$ cat config.mk
export PLATFORM = sky130hd
export DESIGN_NAME = pipe_if_flat
export DESIGN_NICKNAME = d
export VERILOG_FILES = /design/src/rtl/pipe_if_pkg.sv /design/src/rtl/pipe_if_if.sv /design/src/rtl/pipe_if_mux4x32.sv /design/src/rtl/pipe_if.sv /design/src/flat_wrapper.sv
export SDC_FILE = /design/constraint.sdc
export NUM_CORES = 1
export LEC_CHECK = 0
export CAP_MARGIN = 20
export CORE_AREA = 8 8 126 157
export DETAILED_ROUTE_END_ITERATION = 16
export DIE_AREA = 0 0 134 165
export GPL_TIMING_DRIVEN = 0
export PLACE_DENSITY = 0.82
export RECOVER_POWER = 100
export SYNTH_ARGS = -nofsm -noshare
export SYNTH_HDL_FRONTEND = slang
export SYNTH_SLANG_ARGS = --single-unit
$ cat constraint.sdc
create_clock -name clock -period 2.8 [get_ports clock]
set_clock_uncertainty 0.05 [all_clocks]
set_input_delay 0.28 -clock clock [delete_from_list [all_inputs] [get_ports clock]]
set_output_delay 0.28 -clock clock [all_outputs]
set_load 0.05 [all_outputs]
$ cat src/rtl/pipe_if_pkg.sv
//============================================================================
// Module  : pipe_if_pkg
// Brief   : Shared encodings and reset constants for the instruction-fetch stage.
// Revision: 1.0
//============================================================================
`timescale 1ns/1ps
`default_nettype none

package pipe_if_pkg;

    localparam logic [31:0] RESET_PC = 32'h0000_0000;
    localparam logic [31:0] NOP_INST = 32'h0000_0000;

    typedef enum logic [1:0] {
        PCSRC_SEQ = 2'b00,
        PCSRC_BR  = 2'b01,
        PCSRC_JR  = 2'b10,
        PCSRC_J   = 2'b11
    } pcsrc_e;

    typedef enum logic [0:0] {
        S_REQ  = 1'b0,
        S_HOLD = 1'b1
    } fetch_state_e;

endpackage

`default_nettype wire

$ cat src/rtl/pipe_if_if.sv
//============================================================================
// Module  : pipe_if_if
// Brief   : Fetch-stage bus: decode redirect/stall inputs, imem handshake, IF/ID.
// Revision: 1.0
//============================================================================
`timescale 1ns/1ps
`default_nettype none

interface pipe_if_if;
    logic [1:0]  pcsrc;
    logic [31:0] bpc;
    logic [31:0] rpc;
    logic [31:0] jpc;
    logic        wpcir;
    logic        imem_req;
    logic [31:0] imem_addr;
    logic [31:0] imem_rdata;
    logic        imem_ack;
    logic [31:0] if_inst;
    logic [31:0] if_pc4;
    logic        if_valid;

    modport master (
        input  pcsrc, bpc, rpc, jpc, wpcir, imem_rdata, imem_ack,
        output imem_req, imem_addr, if_inst, if_pc4, if_valid
    );

    modport slave (
        output pcsrc, bpc, rpc, jpc, wpcir, imem_rdata, imem_ack,
        input  imem_req, imem_addr, if_inst, if_pc4, if_valid
    );
endinterface

`default_nettype wire

$ cat src/rtl/pipe_if_mux4x32.sv
//============================================================================
// Module  : mux4x32
// Brief   : 4-way 32-bit next-PC selector indexed by the pcsrc encoding.
// Revision: 1.0
//============================================================================
`timescale 1ns/1ps
`default_nettype none

module mux4x32
    import pipe_if_pkg::*;
(
    input  logic [1:0]  sel,
    input  logic [31:0] d0,
    input  logic [31:0] d1,
    input  logic [31:0] d2,
    input  logic [31:0] d3,
    output logic [31:0] y
);

    always_comb begin
        y = d0;
        case (sel)
            PCSRC_BR: y = d1;
            PCSRC_JR: y = d2;
            PCSRC_J:  y = d3;
            default:  y = d0;
        endcase
    end

endmodule

`default_nettype wire

$ cat src/rtl/pipe_if.sv
//============================================================================
// Module  : pipe_if
// Brief   : Instruction-fetch stage: PC, req/ack imem fetch, skid, IF/ID register.
//           Optional perf counters when PIPE_IF_PERF_EN is defined.
// Revision: 1.0
//============================================================================
`timescale 1ns/1ps
`default_nettype none

module pipe_if
    import pipe_if_pkg::*;
(
    input  logic        clock,
    input  logic        resetn,
    pipe_if_if.master   bus
`ifdef PIPE_IF_PERF_EN
    ,
    output logic [31:0] perf_fetch,
    output logic [31:0] perf_stall
`endif
);

    fetch_state_e state_q, state_d;
    logic [31:0]  pc_q, pc_d;
    logic [31:0]  skid_q, skid_d;
    logic [31:0]  redir_pc_q, redir_pc_d;
    logic         redir_valid_q, redir_valid_d;
    logic [31:0]  if_inst_q, if_inst_d;
    logic [31:0]  if_pc4_q, if_pc4_d;
    logic         if_valid_q, if_valid_d;

    logic [31:0]  pc4;
    logic [31:0]  target;
    logic [31:0]  npc;
    logic         redirect;
    logic         accept;
    logic         imem_req;

    assign pc4      = pc_q + 32'd4;
    assign redirect = bus.wpcir && (bus.pcsrc != PCSRC_SEQ);
    // A redirect captured while the delay slot was still in flight wins.
    assign npc      = redir_valid_q ? redir_pc_q : target;

    mux4x32 u_npc_mux (
        .sel (bus.pcsrc),
        .d0  (pc4),
        .d1  (bus.bpc),
        .d2  (bus.rpc),
        .d3  (bus.jpc),
        .y   (target)
    );

    always_comb begin
        state_d       = state_q;
        pc_d          = pc_q;
        skid_d        = skid_q;
        redir_pc_d    = redir_pc_q;
        redir_valid_d = redir_valid_q;
        if_inst_d     = if_inst_q;
        if_pc4_d      = if_pc4_q;
        if_valid_d    = if_valid_q;
        accept        = 1'b0;

        case (state_q)
            S_REQ: begin
                if (bus.imem_ack) begin
                    if (bus.wpcir) begin
                        accept = 1'b1;
                    end else begin
                        skid_d  = bus.imem_rdata;
                        state_d = S_HOLD;
                    end
                end else if (bus.wpcir) begin
                    if_inst_d  = NOP_INST;
                    if_pc4_d   = pc4;
                    if_valid_d = 1'b0;
                    if (redirect) begin
                        redir_pc_d    = target;
                        redir_valid_d = 1'b1;
                    end
                end
            end
            S_HOLD: begin
                if (bus.wpcir) begin
                    accept  = 1'b1;
                    state_d = S_REQ;
                end
            end
            default: state_d = S_REQ;
        endcase

        if (accept) begin
            if_inst_d     = (state_q == S_HOLD) ? skid_q : bus.imem_rdata;
            if_pc4_d      = pc4;
            if_valid_d    = 1'b1;
            pc_d          = npc;
            redir_valid_d = 1'b0;
        end
    end

    always_ff @(posedge clock) begin
        if (!resetn) begin
            state_q       <= S_REQ;
            pc_q          <= RESET_PC;
            skid_q        <= NOP_INST;
            redir_pc_q    <= RESET_PC;
            redir_valid_q <= 1'b0;
            if_inst_q     <= NOP_INST;
            if_pc4_q      <= 32'd0;
            if_valid_q    <= 1'b0;
        end else begin
            state_q       <= state_d;
            pc_q          <= pc_d;
            skid_q        <= skid_d;
            redir_pc_q    <= redir_pc_d;
            redir_valid_q <= redir_valid_d;
            if_inst_q     <= if_inst_d;
            if_pc4_q      <= if_pc4_d;
            if_valid_q    <= if_valid_d;
        end
    end

    // Dropping req during reset is what abandons an outstanding fetch.
    assign imem_req      = resetn && (state_q == S_REQ);
    assign bus.imem_req  = imem_req;
    assign bus.imem_addr = pc_q;
    assign bus.if_inst   = if_inst_q;
    assign bus.if_pc4    = if_pc4_q;
    assign bus.if_valid  = if_valid_q;

`ifdef PIPE_IF_PERF_EN
    logic [31:0] perf_fetch_q;
    logic [31:0] perf_stall_q;

    always_ff @(posedge clock) begin
        if (!resetn) begin
            perf_fetch_q <= 32'd0;
            perf_stall_q <= 32'd0;
        end else begin
            if (accept) begin
                perf_fetch_q <= perf_fetch_q + 32'd1;
            end
            if (imem_req && !bus.imem_ack) begin
                perf_stall_q <= perf_stall_q + 32'd1;
            end
        end
    end

    assign perf_fetch = perf_fetch_q;
    assign perf_stall = perf_stall_q;
`endif

endmodule

`default_nettype wire

$ cat src/flat_wrapper.sv
// flat-port wrapper written by rule: the top's interface ports become plain ports
module pipe_if_flat import pipe_if_pkg::*;
  (clock, resetn, bus_pcsrc, bus_bpc, bus_rpc, bus_jpc, bus_wpcir, bus_imem_rdata, bus_imem_ack, bus_imem_req, bus_imem_addr, bus_if_inst, bus_if_pc4, bus_if_valid);
  pipe_if_if bus_i ();
  input  logic clock;
  input  logic resetn;
  input wire logic [$bits(bus_i.pcsrc)-1:0] bus_pcsrc;
  input wire logic [$bits(bus_i.bpc)-1:0] bus_bpc;
  input wire logic [$bits(bus_i.rpc)-1:0] bus_rpc;
  input wire logic [$bits(bus_i.jpc)-1:0] bus_jpc;
  input wire logic [$bits(bus_i.wpcir)-1:0] bus_wpcir;
  input wire logic [$bits(bus_i.imem_rdata)-1:0] bus_imem_rdata;
  input wire logic [$bits(bus_i.imem_ack)-1:0] bus_imem_ack;
  output wire logic [$bits(bus_i.imem_req)-1:0] bus_imem_req;
  output wire logic [$bits(bus_i.imem_addr)-1:0] bus_imem_addr;
  output wire logic [$bits(bus_i.if_inst)-1:0] bus_if_inst;
  output wire logic [$bits(bus_i.if_pc4)-1:0] bus_if_pc4;
  output wire logic [$bits(bus_i.if_valid)-1:0] bus_if_valid;
  assign bus_i.pcsrc = bus_pcsrc;
  assign bus_i.bpc = bus_bpc;
  assign bus_i.rpc = bus_rpc;
  assign bus_i.jpc = bus_jpc;
  assign bus_i.wpcir = bus_wpcir;
  assign bus_i.imem_rdata = bus_imem_rdata;
  assign bus_i.imem_ack = bus_imem_ack;
  assign bus_imem_req = bus_i.imem_req;
  assign bus_imem_addr = bus_i.imem_addr;
  assign bus_if_inst = bus_i.if_inst;
  assign bus_if_pc4 = bus_i.if_pc4;
  assign bus_if_valid = bus_i.if_valid;
  pipe_if u_core (.clock(clock), .resetn(resetn), .bus(bus_i));
endmodule
-- After elaboration in Yosys (flattened, before gate mapping)
Cells that the tools add are included.
- register bits after elaboration: 163
- input port bits: 134
- output and inout bits: 98
- add/subtract/negate cells: 1
- equal/unequal tests: 5
- mux-type cells: 21
- bitwise operators: 4
- reductions and logical operators: 8
- operators with widths (operator ; count):
    2-to-1 mux 32 bit ; 10
    one-hot mux 32 bit (3 select lines) ; 1
    adder 32 x 3 -> 32 bit, second input constant ; 1
    2-to-1 mux 1 bit ; 8
    AND reduction 3 bit ; 2
    equality test 2 bit, second input constant ; 2
    inverter 1 bit ; 4
    one-hot mux 1 bit (2 select lines) ; 2
    AND reduction 4 bit ; 1
    nonzero test 2 bit ; 2
    equality test 2 x 1 -> 1 bit, second input constant ; 1
    logical AND 1 bit ; 2
    inequality test 2 x 1 -> 1 bit, second input constant ; 1
    inequality test 2 bit, second input constant ; 1
    OR reduction 2 bit ; 1

-- Longest topological paths before layout
- depth after elaboration: 5
- depth in mapped cells: 8
- gate-level depth less buffers: 6

-- Cells and area by module
Synthesis repeated with hierarchy kept, for this count alone.
- cells, all modules: 855
- area, all modules: 7582.3 um^2
- modules (own cells, without submodules) (module ; instances ; cells an instance ; area each (um^2)):
    pipe_if ; 1 ; 816 ; 6767.7
    mux4x32 ; 1 ; 39 ; 814.5

-- Worst setup path after synthesis
No wires, ideal clock.
- path kind: reg2reg
- start point: register u_core.pc_q[2], in the netlist u_core.bus.imem_addr[2]
- end point: register u_core.pc_q[26], in the netlist u_core.bus.imem_addr[26]
- library setup time: 0.117 ns
- arrival: 2.389 ns
- required time: 2.633 ns
- setup slack: 0.244 ns
- stages on the path, launching flop included: 7
- buffers on the path: 0
- cell sequence: dfxtp_1 -> ha_1 -> inv_1 -> or4_4 -> nor4_1 -> o21ai_0 -> a22o_1
- cells in the longest elaborated chain, start to end: 3
- ends and longest elaborated chain (element ; line ; RTL):
    start: declaration ; pipe_if.sv:24 ; logic [31:0] pc_q, pc_d;
    start signal: assignment ; pipe_if.sv:113 ; pc_q <= pc_d;
    adder 32 x 3 -> 32 bit ; pipe_if.sv:39 ; assign pc4 = pc_q + 32'd4;
    one-hot mux 32 bit (3 select lines) ; pipe_if_mux4x32.sv:22 ; case (sel)
    2-to-1 mux 32 bit ; pipe_if.sv:42 ; assign npc = redir_valid_q ? redir_pc_q : target;
No other way between the ends.
A chain may end at the register's enable or synchronous reset.

-- Final worst setup path
- start point: input resetn
- end point: output bus_imem_req
- cells in the longest elaborated chain, start to end: 1
- ends and longest elaborated chain (element ; line ; RTL):
    start: declaration ; flat_wrapper.sv:6 ; input logic resetn;
    logical AND 1 bit ; pipe_if.sv:124 ; assign imem_req = resetn && (state_q == S_REQ);
    end: declaration ; flat_wrapper.sv:14 ; output wire logic [$bits(bus_i.imem_req)-1:0] bus_imem_req;
No other way between the ends.

==> results by group <==
Yosys
  – Post-synth top flop: dfxtp_1
  – Distinct cells, synth: 61
  – Largest family of logic cells by synthesized area: compound AO/OA/AOI/OAI gates
  – Post-synthesis cell count: roughly 890
  – Post-synthesis mux area share: 0.1146
  – Synth warn: 0
  – Number of synthesized flops with an enable pin: 0
  – Simple-gate portion of the synthesized area: 0.1815
  – Seq/Total Area, Yosys: 0.4275
  – Asr flop ratio synth: 0
  – Synth Area in Compound Gates: 0.2031
  – Post-synthesis register bit count: around 160
  – Net Count, Synth: 1028
  – Post-Syn Area: 7632 um^2
  – Synth Area in XOR/XNOR: 0.02639
  – Avg Synthesized Cell Area: 8.547 um^2
  – Adder-Cell Fraction of Synth Area: 0.001639

Power
  – Total Power: 6315 uW
  – Reported net switching power: 1766 uW
  – Switching Fraction: 0.2797
  – Max VDD drop: 0.4077 mV
  – Leak pwr: a little over 0.004 uW
  – Pwr Density: 583.1 nW/um^2
  – Reg power frac: 0.403
  – Pint: between 4000 and 5000 uW
  – Comb pwr share: 0.190
  – Clock Power Share: 0.406

Clock network
  – Root Buffer: clkbuf_16
  – H-tree lvl count: 4
  – Setup Fix Bufs, Post-CTS: 0
  – CTS Sinks: roughly 160
  – Skew-Pair Late Insertion Delay: about 0.43 ns
  – Hold buffers post-CTS: 0
  – CTS max path bufs: 2
  – CTS Buf Count: 17
  – TritonCTS clock tree: done
  – Worst-path clk slew: about 0.060 ns

Critical path
  – Crit-path cells: clkdlybuf4s50_1 > inv_1 > clkbuf_2 > nor2_1 > dlygate4sd2_1
  – Critical Path Source: resetn
  – Worst r2r src: u_core.bus.imem_addr[12]$_SDFFE_PN0P_
  – Top Family by Delay on Critical Path: buffers and inverters
  – Endpoint arrival time on the critical path: ~2.4 ns
  – R2R Setup Slk: about 0.08 ns
  – Crit Path Max Fanout: 14
  – WS Path Type: input port to output port
  – Worst Reg2Reg Path Length in Cells: 6
  – CP bufs+invs: 4
  – CP endpoint kind: output port
  – CP Launch Type: input port
  – CP max stage delay: 0.68 ns
  – WP data required: 2.47 ns
  – Worst r2r dst: u_core.bus.imem_addr[29]$_SDFFE_PN0P_
  – Slowest-stage cell, CP: clkdlybuf4s50_1

Hold path
  – Hold Crit Depth: 3
  – Hold crit path type: input port to flop
  – Hold path start: bus_imem_rdata[4]
  – Worst Hold End: u_core.skid_q[4]$_SDFFE_PN0P_

Timing
  – Final worst-path cycle share: 0.9775
  – Unrepaired setup endpoints after global routing: no
  – # setup viols final: 0
  – Fmax: 365.4 MHz
  – Final hold violations: 0
  – Final min period: 2.737 ns
  – Worst relative slew slack: 0.3349
  – TNS Setup: 0 ns
  – Slew Limit Fails: 0
  – Worst Tran Pin Value: 0.9885 ns

Drt
  – Post-route ant nets: 0
  – Detailed-route DRC error count: 0
  – Vias per cell: about 5.7
  – DR pass1 iterations: 7
  – WL per Instance: between 20 and 25 um
  – Final WL: 27870 um
  – 1st-iter DRT viols: 716
  – Vias after detailed routing: roughly 8000

Cells and area
  – Share of cells above drive strength 1: 0.07892
  – Fillcell total: 1479
  – Nets: 1276
  – Area Overhead vs Synth: 41.90%

Global route
  – Gr ovfl total: 0
  – Initial antenna violation count: 0
  – First-pass GRT wire length: 42480 um
  – Total GRT Usage: 0.2483
  – Largest net degree at the start of global routing: 17
  – Vias in the first global route: 7867

Die
  – Die W: around 130 um
  – Starting Density: 0.4430
  – Die area: 22110 um^2
  – IO Count: 232
  – Core area: between 15000 and 20000 um^2
  – Die height: around 170 um
  – Row count: 54

Placed design
  – GP Congestion: 0.9623
  – I/O Buffers: 230
  – Hpwl dp: 21670 um

Run
  – Maxcap violations: 0

Run status
  – Status: completed
==> cell usage in the layout, fill, tap and decap left out, drive strengths merged, types with 10 or more instances in the layout <==
cell           synthesis  layout
dfxtp                163     163
nand2                146     146
clkdlybuf4s50          0     131
dlygate4sd3            0      98
clkbuf                58      82
a21oi                 77      77
o21ai                 64      64
nor2                  61      61
mux2i                 48      48
nor3                  25      25
a211oi                21      21
mux2                  21      21
a221oi                17      17
xnor2                 14      14
or2                   14      14
inv                   13      13
a221o                 13      13
o22ai                 13      13
nand4                 11      11
buf                   15      11
nand3                 10      10
==> power groups by stage <==
stage	Combinational, uW	Clock (uW)	Sequential, uW
5_1_grt	1270	2680	2560
4_1_cts	1220	2580	2550
3_5_place_dp	1220	0	2600
2_1_floorplan	442	0	2840
3_3_place_gp	1210	0	2590
6_report	1200	2570	2550
==> Yosys cell counts, types with 5 or more instances <==
master	number	share of area
a211oi_1	21	0.021
a21oi_1	77	0.050
a221o_1	13	0.017
a221oi_1	17	0.020
a311oi_1	6	0.0069
buf_1	7	0.0034
buf_2	5	0.0033
clkbuf_1	57	0.028
dfxtp_1	163	0.43
inv_1	13	0.0064
mux2_2	21	0.031
mux2i_1	48	0.063
mux4_2	7	0.021
nand2_1	146	0.072
nand2b_1	5	0.0041
nand3_1	10	0.0066
nand4_1	10	0.0082
nor2_1	61	0.030
nor3_1	25	0.016
o21ai_0	63	0.041
o22ai_1	13	0.011
o31ai_1	9	0.0089
or2_2	14	0.011
xnor2_1	14	0.016
xor2_1	9	0.010
==> routing by layer <==
layer	GRT usage	part of all wire	vias up
met4	0.1442	0.040	0
li1	-	-	3700
met1	0.2710	0.37	3656
met3	0.06391	0.083	78
met5	0	0	-
met2	0.4301	0.50	414
==> cell families after synthesis <==
group,count (synthesis)
AOI/OAI and AO/OA,245
xor gates and xnor gates,23
buffers and inverters,86
DFF,163
muxes,76
and+or+nand+nor,299
adders and majority gates,1
==> flip-flops by register name, summed over array words and instances (netlist names) <==
name                  flops
u_core.bus.if_inst       32
u_core.state_q            1
u_core.redir_valid_q      1
u_core.skid_q            32
u_core.redir_pc_q        32
u_core.bus.if_valid       1
u_core.bus.imem_addr     32
u_core.bus.if_pc4        32
==> tightest hold or removal path, stage by stage <==
cell and delay (ns):
clkdlybuf4s50_1 0.41, nand2_1 0.06, a21oi_1 0.05
==> how the worst max path moves through the flow <==
stage | end | cells after the start
floorplan | u_core.bus.imem_addr[26]$_SDFFE_PN0P_ | 6
global placement | bus_imem_req | 6
detailed placement | bus_imem_req | 6
CTS | u_core.bus.imem_addr[29]$_SDFFE_PN0P_ | 6
global route | u_core.bus.imem_addr[29]$_SDFFE_PN0P_ | 6
finish | bus_imem_req | 5
==> layout make-up <==
| type | instances | area [um^2] | area share |
|---|---|---|---|
| Sequential cell | 163 | 3263 | 0.3013 |
| Tap cell | 224 | 280.3 | 0.02588 |
| Inverter | 13 | 48.80 | 0.004506 |
| Antenna cell | 2 | 5.005 | 0.0004621 |
| Timing Repair Buffer | 230 | 2301 | 0.2125 |
| Buffer | 72 | 289.0 | 0.02669 |
| Clock inverter | 10 | 180.2 | 0.01664 |
| Multi-Input combinational cell | 644 | 4003 | 0.3696 |
| Clock buffer | 21 | 460.4 | 0.04251 |
==> through the flow <==
| stage | hold slack (ns) | cell area (um^2) | std cells | util | setup slack, ns |
|---|---|---|---|---|---|
| final | 0.3659 | 10830 | 1379 | 0.6286 | 0.06303 |
| after detailed placement | 0.3902 | 10210 | 1347 | 0.5929 | -0.5795 |
| after floorplan | 0.3660 | 7632 | 893 | - | 0.2445 |
| after global routing | 0.3871 | 10830 | 1377 | 0.6283 | 0.02023 |
| after CTS | 0.3611 | 10860 | 1377 | 0.6301 | 0.06274 |
| after global placement | 0.3820 | 10210 | 1347 | 0.5929 | -0.5924 |
==> timing repair <==
action | in CTS | in global routing
setup endpoints to repair | 3 | 0
endpoints found under the hold margin | 0 | 0
gates resized for setup | 4 | 0
No activity file was read; power rests on OpenSTA's default activity.
